[src/rtl/input_cond_pkg.sv]
// Shared types and constants for the input conditioner slice.
package input_cond_pkg;

    typedef enum logic [0:0] {
        IDLE = 1'b0,
        HELD = 1'b1
    } press_state_t;

    localparam int DEBOUNCE_SIM = 8;

    function automatic int cnt_width(input int n);
        return $clog2(n);
    endfunction

endpackage

[src/rtl/debounce_bit.sv]
// Two-flop synchroniser followed by a stable-count debouncer for a single raw input.
module debounce_bit #(
    parameter int DEBOUNCE_CYCLES = 500000
) (
    input  logic clk,
    input  logic sync_rst,
    input  logic raw,
    output logic db
);
    import input_cond_pkg::*;

    localparam int CW = cnt_width(DEBOUNCE_CYCLES);
    localparam logic [CW-1:0] TERM = CW'(DEBOUNCE_CYCLES - 1);

    logic          s1;
    logic          s;
    logic [CW-1:0] cnt;

    always_ff @(posedge clk or negedge sync_rst) begin
        if (!sync_rst) begin
            s1 <= 1'b0;
            s  <= 1'b0;
        end else begin
            s1 <= raw;
            s  <= s1;
        end
    end

    // A level is accepted only after DEBOUNCE_CYCLES consecutive disagreeing samples.
    always_ff @(posedge clk or negedge sync_rst) begin
        if (!sync_rst) begin
            db  <= 1'b0;
            cnt <= '0;
        end else if (s == db) begin
            cnt <= '0;
        end else if (cnt == TERM) begin
            db  <= s;
            cnt <= '0;
        end else begin
            cnt <= cnt + 1'b1;
        end
    end

endmodule

[src/rtl/input_conditioner.sv]
// Synchronises, debounces and captures board switches/pushbutton for the cpu core.
// Define INPUT_COND_AUTOREPEAT_EN to add auto-repeat pulses while the button is held.
module input_conditioner #(
    parameter int N_SW            = 4,
    parameter int DEBOUNCE_CYCLES = 500000
`ifdef INPUT_COND_AUTOREPEAT_EN
    ,
    parameter int REPEAT_DELAY    = 25000000,
    parameter int REPEAT_PERIOD   = 5000000
`endif
) (
    input  logic            clk,
    input  logic            sync_rst,
    input  logic [N_SW-1:0] sw_raw,
    input  logic            psw_raw,
    output logic [N_SW-1:0] sw_db,
    output logic            psw_db,
    output logic            psw_press,
    output logic [N_SW-1:0] cap_data,
    output logic            cap_valid,
    input  logic            cap_ack,
    output logic            cap_overrun
);
    import input_cond_pkg::*;

    press_state_t state;
    logic         press_fire;

    for (genvar i = 0; i <= N_SW; i++) begin : g_db
        if (i < N_SW) begin : g_sw
            debounce_bit #(.DEBOUNCE_CYCLES(DEBOUNCE_CYCLES)) u_db (
                .clk      (clk),
                .sync_rst (sync_rst),
                .raw      (sw_raw[i]),
                .db       (sw_db[i])
            );
        end else begin : g_psw
            debounce_bit #(.DEBOUNCE_CYCLES(DEBOUNCE_CYCLES)) u_db (
                .clk      (clk),
                .sync_rst (sync_rst),
                .raw      (psw_raw),
                .db       (psw_db)
            );
        end
    end

`ifdef INPUT_COND_AUTOREPEAT_EN
    localparam int RPT_MAX = (REPEAT_DELAY > REPEAT_PERIOD) ? REPEAT_DELAY : REPEAT_PERIOD;
    localparam int RW      = cnt_width(RPT_MAX);

    logic [RW-1:0] rpt_cnt;
    logic          rpt_first;
    logic          rpt_hit;

    assign rpt_hit = rpt_first ? (rpt_cnt == RW'(REPEAT_DELAY - 1))
                               : (rpt_cnt == RW'(REPEAT_PERIOD - 1));

    // First repeat waits REPEAT_DELAY, later ones REPEAT_PERIOD; any exit from HELD rearms.
    always_ff @(posedge clk or negedge sync_rst) begin
        if (!sync_rst) begin
            rpt_cnt   <= '0;
            rpt_first <= 1'b1;
        end else if (state == HELD && psw_db) begin
            if (rpt_hit) begin
                rpt_cnt   <= '0;
                rpt_first <= 1'b0;
            end else begin
                rpt_cnt <= rpt_cnt + 1'b1;
            end
        end else begin
            rpt_cnt   <= '0;
            rpt_first <= 1'b1;
        end
    end

    assign press_fire = psw_db && ((state == IDLE) || rpt_hit);
`else
    assign press_fire = psw_db && (state == IDLE);
`endif

    always_ff @(posedge clk or negedge sync_rst) begin
        if (!sync_rst) begin
            state     <= IDLE;
            psw_press <= 1'b0;
        end else begin
            state     <= psw_db ? HELD : IDLE;
            psw_press <= press_fire;
        end
    end

    // A press with an unconsumed value pending (and no ack alongside) is flagged, not stored.
    always_ff @(posedge clk or negedge sync_rst) begin
        if (!sync_rst) begin
            cap_data    <= '0;
            cap_valid   <= 1'b0;
            cap_overrun <= 1'b0;
        end else if (psw_press) begin
            if (!cap_valid || cap_ack) begin
                cap_data  <= sw_db;
                cap_valid <= 1'b1;
            end else begin
                cap_overrun <= 1'b1;
            end
        end else if (cap_ack && cap_valid) begin
            cap_valid <= 1'b0;
        end
    end

endmodule

[config.mk]
export PLATFORM = sky130hd
export DESIGN_NAME = input_conditioner
export DESIGN_NICKNAME = d
export VERILOG_FILES = /design/src/rtl/input_cond_pkg.sv /design/src/rtl/debounce_bit.sv /design/src/rtl/input_conditioner.sv
export SDC_FILE = /design/constraint.sdc
export NUM_CORES = 1
export LEC_CHECK = 0
export ABC_AREA = 0
export ABC_CLOCK_PERIOD_IN_PS = 4100
export BUFFER_PORTS_ARGS = -buffer_cell sky130_fd_sc_hd__buf_2
export CAP_MARGIN = 20
export CORE_ASPECT_RATIO = 0.5
export CORE_MARGIN = 2
export CORE_UTILIZATION = 50
export CTS_CLUSTER_DIAMETER = 80
export CTS_CLUSTER_SIZE = 14
export DETAILED_ROUTE_END_ITERATION = 10
export PLACE_DENSITY = 0.67
export SETUP_SLACK_MARGIN = 0.3
export SLEW_MARGIN = 30
export SYNTH_ARGS = -nofsm -noshare
export SYNTH_HDL_FRONTEND = slang
export SYNTH_SLANG_ARGS = --single-unit
[constraint.sdc]
create_clock -name clk -period 4.1 [get_ports clk]
set_input_delay 0.615 -clock clk [delete_from_list [all_inputs] [get_ports clk]]
set_output_delay 0.615 -clock clk [all_outputs]
set_load 0.05 [all_outputs]
==> metrics.txt <==
GRT Total Usage=18.4%; CTS Buffer Depth=2; syn_nets=547; Final HPWL DP=6.42 mm; worst skew pair latency=0.41 ns; layout cells sized above 1=12.4%; Post-CTS Setup Repair Bufs=0; Avg WL per Cell=14.1 um; most frequent cell after synthesis=dfrtp_1; Hold Buf Count CTS=0; 1st-iter DRT viols=204; Lkg Pwr=2.64 nW; placed cell count=686; RD Place Congestion=0.832; row count=27; Rel. slew slack=46.3%; post-layout util=58.4%; TritonCTS clock tree=done; Layout area overhead=14.7%; DRC=0; drt first pass iters=4; WL met2=4.75 mm; Finished Layout Cells=718; Worst Setup End Kind=flop; CP Max Fanout=9; Nets=573; register area share after synthesis=53.3%; most common flop cell mapped by yosys=dfrtp_1; initial antenna violation count=0; Pwr per Cell Area=432 mW/mm2; IO Pins=20; setup_tns=0 ns; library cells used by synthesis=39; # fillers=911; top cell type's share of synthesized area=53.3%; synthesized cell area=0.00554 mm2; Critical Path RT=4.43 ns; Vias=3,937; Post-Syn Instances=534; Crit path arrival time=2.58 ns; slowest stage delay, CP=0.61 ns; final hold violation count=0; Worst Tran Pin Value=0.806 ns; min-delay worst type=primary input to asynchronous set/reset pin; largest cells by area after synthesis=dfrtp_1 53%, xnor2_1 6.0%, nor2_1 5.6%, xor2_1 4.6%, nand4_1 3.0%; Clock Pin Slew Worst Setup and Hold Paths=0.05 ns; die width=153 um; # resized after CTS=0; Final Skew=0.00948 ns; first-pass GRT wire length=17.7 mm; Mapped Avg Cell Area=10.4 um2; Syn. warnings=0; top cells by count, synth=118 x dfrtp_1, 82 x nor2_1, 38 x xnor2_1; crit path kind=flop to flop; n_diodes=0; maxcap violations=0; Buf/Inv on CP=0; status=finished clean; met3 wire len=275 um; VDD IR max=0.000204 V; CP Launch Type=flop; Synth async-reset ratio=100%; Placed Area=0.00576 mm2; cell area after layout=0.00635 mm2; cts bufs inserted=17; Final Cycle Share=54.8%; met1 wire length=5.00 mm; reg2reg setup slack=1.85 ns; Antenna Violating Nets Remaining=0; H-tree Lvls=4; final setup violation count=0; wirelength, routed=10.1 mm; vias in the first global route=3,767; #FFs+latches synth=118; top routing layer in use=met4; worst-path cell chain=ha_1 -> nand4_1 -> nor2_1 -> or4b_2 -> a21oi_1; Yosys top cell by area=dfrtp_1; final slew viol count=0; Overflow after GRT=0; CP delay by family, top=simple AND/OR/NAND/NOR gates; Starting Density=50.9%; CTS root buffer=clkbuf_16; I/O Buffers=19; Highest Clock Rate=0.445 GHz; post-DR vias/cell=5.48; Die ar.=0.0120 mm2; post-layout min period=2.25 ns; CP max-delay cell=or4b_2; core area=0.0109 mm2; Clock Sinks=118; Post-synth EDFFs=0; die height=78.4 um; largest net degree at the start of global routing=65; unrepaired setup endpoints after global routing=no
## placed cells by master, fill, tap and decap left out, types with 9 or more instances in the layout
| cell | instances |
|---|---|
| or3_1 | 12 |
| mux2_2 | 9 |
| a21oi_1 | 23 |
| nor2_1 | 82 |
| nand4_1 | 27 |
| inv_1 | 14 |
| xor2_1 | 29 |
| nor4_1 | 11 |
| or4_1 | 12 |
| nor3_1 | 9 |
| o21ai_0 | 11 |
| xnor2_1 | 38 |
| nand3_1 | 26 |
| nand2_1 | 33 |
| buf_2 | 18 |
| dfrtp_1 | 118 |
| o31ai_1 | 9 |
| clkbuf_16 | 17 |
## path summary, 6_finish.rpt
check                           cells past startpoint                startpoint                   endpoint
worst min register to register                      0     g_db[4].g_psw.u_db.s1       g_db[4].g_psw.u_db.s
worst max register to register                      5  g_db[2].g_sw.u_db.cnt[0]  g_db[2].g_sw.u_db.cnt[18]
min in group clk                                    1                   psw_raw      g_db[4].g_psw.u_db.s1
max in group asynchronous                           2                  sync_rst                cap_data[3]
worst max-delay path                                5  g_db[2].g_sw.u_db.cnt[0]  g_db[2].g_sw.u_db.cnt[18]
worst min-delay path                                1                  sync_rst  g_db[4].g_psw.u_db.cnt[2]
## metal layers
layer / up-vias / track usage, %
met2: 51 / 28.9
met4: 0 / 6.11
met1: 1935 / 24.9
met5: - / 0
met3: 13 / 5.02
li1: 1938 / -
## power breakdown
group          switching (W)  internal [W]  leakage [nW]
Sequential         0.0000147       0.00118          1.61
Combinational      0.0000513     0.0000199         0.730
Clock               0.000498      0.000979         0.293
## final cells by class
cell class | instances | area, um2 | area share [%]
well taps | 145 | 181 | 2.86
multi-input cells | 388 | 2450 | 38.5
inverters | 14 | 52.6 | 0.827
flip-flops and latches | 118 | 2950 | 46.5
clock inverters | 10 | 128 | 2.01
clock buffers | 22 | 464 | 7.31
repair buffers | 21 | 125 | 1.97
## flip-flops by register name (all words and copies together), names as in the netlist
register / count
g_db.g_psw.u_db.s: 1
cap_valid: 1
g_db.g_sw.u_db.cnt: 76
g_db.g_sw.u_db.s1: 4
state: 1
g_db.g_sw.u_db.db: 4
cap_data: 4
g_db.g_psw.u_db.s1: 1
g_db.g_sw.u_db.s: 4
g_db.g_psw.u_db.db: 1
cap_overrun: 1
g_db.g_psw.u_db.cnt: 19
psw_press: 1
## cells by family (layout without fill, tap and decap cells)
| kind of cell | after synthesis | after routing | share of synthesized area [%] |
|---|---|---|---|
| muxes | 9 | 9 | 1.83 |
| AOI/OAI and AO/OA | 51 | 51 | 5.80 |
| DFF | 118 | 118 | 53.3 |
| adders and majority gates | 5 | 5 | 1.13 |
| xor gates and xnor gates | 67 | 67 | 10.6 |
| buffers and inverters | 28 | 67 | 2.57 |
| and+or+nand+nor | 256 | 256 | 24.8 |
## metrics by stage
step | hold WS (ns) | power (W) | worst slack [ns]
detailed placement | 0.336 | 0.00129 | 1.90
CTS | 0.297 | 0.00278 | 1.86
finish | 0.284 | 0.00275 | 1.85
global placement | 0.332 | 0.00129 | 1.85
global route | 0.297 | 0.00285 | 1.78
floorplan | 0.319 | 0.00125 | 2.10
Note: power is estimated with default switching activity, not from simulation.
